**src/rtl/lif_pkg.sv**
```systemverilog
// Shared types and defaults for the leaky integrate-and-fire neuron.
package lif_pkg;

  typedef enum logic [1:0] {
    IDLE   = 2'd0,
    INTEG  = 2'd1,
    FIRE   = 2'd2,
    REFRAC = 2'd3
  } lif_state_e;

  localparam int VW_DEF            = 10;
  localparam int LEAK_SHIFT_DEF    = 3;
  localparam int REFRACT_STEPS_DEF = 4;

  // Unsigned a+b clamped to max; the sum is kept one bit wider so it cannot wrap.
  function automatic logic [31:0] sat_add(input logic [31:0] a,
                                          input logic [31:0] b,
                                          input logic [31:0] max);
    logic [32:0] sum;
    sum = {1'b0, a} + {1'b0, b};
    return (sum > {1'b0, max}) ? max : sum[31:0];
  endfunction

endpackage

```
**src/rtl/lif_leak_timer.sv**
```systemverilog
// Leak interval counter: leak_now is high on the step where the count equals tau.
// The count wraps 255 -> 0, so a tau lowered below the count waits for the wrap.
module lif_leak_timer (
  input  logic       clk,
  input  logic       rst,
  input  logic       clear,
  input  logic       freeze,
  input  logic [7:0] tau,
  output logic       leak_now
);

  logic [7:0] leak_cnt;

  assign leak_now = (leak_cnt == tau);

  // Count steps; restart after each leak, hold whenever the core is not stepping.
  always_ff @(posedge clk) begin
    if (!rst || clear)
      leak_cnt <= 8'd0;
    else if (!freeze)
      leak_cnt <= leak_now ? 8'd0 : leak_cnt + 8'd1;
  end

endmodule

```
**src/rtl/lif_core.sv**
```systemverilog
// Leaky integrate-and-fire neuron core: leak, integrate, fire, refractory.
// Optional LIF_SPIKE_COUNT_EN adds a saturating 16-bit fire counter output.
module lif_core
  import lif_pkg::*;
#(
  parameter int VW            = VW_DEF,
  parameter int LEAK_SHIFT    = LEAK_SHIFT_DEF,
  parameter int REFRACT_STEPS = REFRACT_STEPS_DEF
) (
  input  logic          clk,
  input  logic          rst,
  input  logic          cfg_busy,
  input  logic [7:0]    tau,
  input  logic [7:0]    weight,
  input  logic [7:0]    threshold,
  input  logic          step_en,
  input  logic          spike_in,
  output logic          spike_out,
  output logic          refractory,
  output logic [VW-1:0] membrane
`ifdef LIF_SPIKE_COUNT_EN
  ,
  output logic [15:0]   spike_count
`endif
);

  // Wide enough for REFRACT_STEPS, and at least one bit when it is 0.
  localparam int RW = $clog2(REFRACT_STEPS + 2);
  localparam logic [31:0] V_MAX = 32'((64'd1 << VW) - 64'd1);

  lif_state_e    state, state_nx;
  logic [VW-1:0] v, v_nx, v_leak, v_int;
  logic [RW-1:0] ref_cnt, ref_nx;
  logic          leak_now, hit, fire_now, lt_clear, lt_freeze;

  lif_leak_timer u_leak (
    .clk      (clk),
    .rst      (rst),
    .clear    (lt_clear),
    .freeze   (lt_freeze),
    .tau      (tau),
    .leak_now (leak_now)
  );

  assign v_leak   = leak_now ? v - (v >> LEAK_SHIFT) : v;
  assign v_int    = VW'(sat_add(32'(v_leak), spike_in ? 32'(weight) : 32'd0, V_MAX));
  assign hit      = (threshold != 8'd0) && (v_int >= VW'(threshold));
  assign membrane = v;

  // Next-state, membrane update and leak timer control.
  always_comb begin
    state_nx  = state;
    v_nx      = v;
    ref_nx    = ref_cnt;
    fire_now  = 1'b0;
    lt_clear  = 1'b0;
    lt_freeze = 1'b1;
    if (cfg_busy) begin
      state_nx = IDLE;
      v_nx     = '0;
      ref_nx   = '0;
      lt_clear = 1'b1;
    end else begin
      case (state)
        IDLE:   state_nx = INTEG;
        INTEG: if (step_en) begin
          lt_freeze = 1'b0;
          if (hit) begin
            v_nx     = '0;
            lt_clear = 1'b1;
            fire_now = 1'b1;
            state_nx = FIRE;
          end else begin
            v_nx = v_int;
          end
        end
        // Single-cycle fire; any step_en arriving here is dropped.
        FIRE: begin
          if (REFRACT_STEPS > 0) begin
            state_nx = REFRAC;
            ref_nx   = RW'(REFRACT_STEPS);
          end else begin
            state_nx = INTEG;
          end
        end
        // Steps are consumed without integrating; the last one re-arms INTEG.
        REFRAC: if (step_en) begin
          ref_nx = ref_cnt - 1'b1;
          if (ref_cnt == RW'(1)) state_nx = INTEG;
        end
        default: state_nx = IDLE;
      endcase
    end
  end

  // State, membrane and registered output decode.
  always_ff @(posedge clk) begin
    if (!rst) begin
      state      <= IDLE;
      v          <= '0;
      ref_cnt    <= '0;
      spike_out  <= 1'b0;
      refractory <= 1'b0;
    end else begin
      state      <= state_nx;
      v          <= v_nx;
      ref_cnt    <= ref_nx;
      spike_out  <= (state_nx == FIRE);
      refractory <= (state_nx == REFRAC);
    end
  end

`ifdef LIF_SPIKE_COUNT_EN
  // Saturating count of FIRE entries.
  always_ff @(posedge clk) begin
    if (!rst || cfg_busy)
      spike_count <= 16'd0;
    else if (fire_now && spike_count != 16'hFFFF)
      spike_count <= spike_count + 16'd1;
  end
`endif

endmodule

```
**config.mk**
```make
export PLATFORM = sky130hd
export DESIGN_NAME = lif_core
export DESIGN_NICKNAME = d
export VERILOG_FILES = /design/src/rtl/lif_pkg.sv /design/src/rtl/lif_leak_timer.sv /design/src/rtl/lif_core.sv
export SDC_FILE = /design/constraint.sdc
export NUM_CORES = 1
export LEC_CHECK = 0
export ABC_AREA = 1
export CORE_ASPECT_RATIO = 1.1
export CORE_MARGIN = 2
export CORE_UTILIZATION = 55
export DETAILED_ROUTE_END_ITERATION = 6
export PLACE_DENSITY = 0.86
export SLEW_MARGIN = 20
export SYNTH_ARGS = -nofsm -noshare
export SYNTH_HDL_FRONTEND = slang
export SYNTH_SLANG_ARGS = --single-unit
```
**constraint.sdc**
```tcl
create_clock -name clk -period 6 [get_ports clk]
set_input_delay 1.2 -clock clk [delete_from_list [all_inputs] [get_ports clk]]
set_output_delay 1.2 -clock clk [all_outputs]
set_load 0.01 [all_outputs]
```
==> flow_summary.toml <==
[outcome]
status = "complete, no violations"

[floorplanning]
die_y_um = 77.3
rows = 26
ioPinCount = 41
die_x_um = 70.6
fp.dieArea_mm2 = 0.00546
initial_core_util = 0.573
fp.coreArea_mm2 = 0.00468

[sta]
fmax_ghz = 0.193
period_needed_ps = 5180
slew_headroom = 0.564
setup_viol = 0
grt_setup_unrepaired = "no"
min_period_over_period = 0.863
hold_viol = 0
finClkSkew_ps = 3.88
finalSetupTns_ps = 0
fin_hold_ws_ps = 487
drv_slew = 0
tightest_slew_ps = 651

[worst_setup_path]
start_kind = "input port"
end_kind = "flop"
path_buf_inv = 5
cpMaxStageDelayCell = "clkdlybuf4s50_1"
critPathMaxStageDelay_ps = 420
path_delay_family = "simple AND/OR/NAND/NOR gates"
cpMostUsedCell = "nand2_1"
critPathArrivalTime_ps = 5380
required_ps = 6200
critPathKind = "input port to flop"
cp_max_fo = 17

[cts]
clk_path_buf_depth = 2
path_clk_slew_ps = 80
cts_made_buffers = 3
cts-htree-levels = 1
post_cts_buffers = 0
cts_tree = "built"
cts_sinks = 25
clk_latency_ps = 260
cts_root_buffer = "clkbuf_8"
ctsResizeCount = 0
ctsHoldBuffers = 0

[yosys]
synthArstFlopShare = 0
synth_top_flop_cell = "dfxtp_1"
syn-cell-area_mm2 = 0.00269
synth_nets = 482
synth_edf_count = 0
synth_seq_area_share = 0.186
synthCells = 424
syn_area_per_cell_um2 = 6.34
synth-seq-cells = 25
yosys_warnings = 0
yosysUniqueCellTypes = 34

[cells_and_area]
area_delta_synth_final_pct = 17.7
finish.utilization = 0.675
layout.cells.most_common = "nand2_1"
final_cell_mix = "nand2_1 (99), inv_1 (80), clkdlybuf4s50_1 (40), nor2_1 (39), a21oi_1 (29)"
nFillCells = 427
drive_gt1_frac = 0.0716
fin_nets = 520
diodes = 0
finalInstanceArea_mm2 = 0.00316

[route]
routed_via_density = 5.03
wire_per_inst_um = 11.2
initialDrtViolationCount = 165
first_pass_iters = 4
vias = 2601
drc_errors = 0
antenna_left = 0
finalWirelength_mm = 5.77

[global_route]
grtUsageTotal = 0.221
antenna_found_initial = 0
grt_max_degree = 23
grt_pass1_vias = 2380
grt_pass1_wl_mm = 10.2
grt_remaining_overflow = 0

[pwr]
irDropWorstVdd_uv = 175
power.density_mw_per_mm2 = 111
total_leakage_power_nw = 1.52
p_total_w = 0.000351

[placed_design]
routabilityCongestion = 0.913
placed_cell_area_mm2 = 0.00312
dp_hpwl_mm = 4.88
io_buffer_count = 40

[worst_hold_path]
hold_path_class = "flop to flop"

[flow_run]
drv_cap = 0
-- worst reg2reg max path: cells and delay by family (launching register included) --
family / cells / cell delay (ps)
XOR/XNOR: 1 / 240
buffers and inverters: 6 / 430
flip-flops: 1 / 430
AND/OR/NAND/NOR: 14 / 1180
AO/OA/AOI/OAI: 7 / 1060
adder cells (fa/ha/maj): 3 / 970
-- metal layers --
metal / GRT usage / wire length (um) / vias to the layer above
met5: 0 / 0 / -
met4: 0.0604 / 98 / 0
met3: 0.0171 / 194 / 10
met2: 0.365 / 2680 / 50
met1: 0.308 / 2800 / 1143
li1: - / - / 1398
-- synth_stat cells, types with 2 or more instances --
master | count | area, um^2
dfxtp_1 | 25 | 500
nor3_1 | 6 | 30.0
inv_2 | 3 | 11.3
clkbuf_1 | 5 | 18.8
inv_1 | 80 | 300
nand3_2 | 2 | 20.0
nand4_1 | 4 | 25.0
nand2_2 | 4 | 25.0
nand3_1 | 17 | 85.1
fa_1 | 2 | 40.0
xor2_1 | 18 | 158
o21ai_0 | 21 | 105
a31oi_1 | 4 | 25.0
or2_2 | 2 | 12.5
nor2_1 | 39 | 146
buf_6 | 2 | 22.5
nor2_2 | 11 | 68.8
xnor2_1 | 7 | 61.3
nand2_4 | 3 | 33.8
ha_1 | 27 | 338
a21oi_1 | 29 | 145
nand2_1 | 99 | 372
o21bai_1 | 3 | 22.5
-- power breakdown --
group / leakage (nW) / internal [W] / total, W / switching (W)
sequential: 0.202 / 0.000167 / 0.000168 / 0.00000144
clock: 0.0228 / 0.0000473 / 0.0000947 / 0.0000474
combinational: 1.30 / 0.0000404 / 0.0000878 / 0.0000473
-- cells by family after synthesis --
group	after synthesis	share of synthesized area
AOI/OAI and AO/OA	60	0.120
xor gates and xnor gates	25	0.0815
adders and majority gates	29	0.141
buffers and inverters	91	0.133
DFF	25	0.186
and+or+nand+nor	194	0.339
-- final timing paths --
| check | from | endpoint | slack (ps) | cells after the start |
|---|---|---|---|---|
| hold / removal | ref_cnt[1] | ref_cnt[1] | 490 | 2 |
| hold reg to reg | ref_cnt[1] | ref_cnt[1] | 490 | 2 |
| setup reg to reg | membrane[7] | u_leak.leak_cnt[5] | 1630 | 31 |
| setup / recovery | tau[5] | u_leak.leak_cnt[5] | 820 | 30 |
-- through the flow --
step | worst slack, ps | cells
6_report | 820 | 517
5_1_grt | 303 | 517
4_1_cts | 816 | 517
3_5_place_dp | 541 | 513
3_3_place_gp | 701 | 513
2_1_floorplan | 1300 | 424
-- registers in the layout, summed over array words and instances (netlist names) --
signal           cells
state                2
membrane            10
spike_out            1
refractory           1
ref_cnt              3
u_leak.leak_cnt      8
-- final cells by class --
cell class	instances	area, um^2	share of cell area
timing repair buffer	40	400	0.127
clock buffer	4	45.0	0.0143
multi-input combinational	308	1830	0.579
sequential	25	500	0.158
tap	56	70.1	0.0222
inverter	84	315	0.0998
No activity file was read; power rests on OpenSTA's default activity.
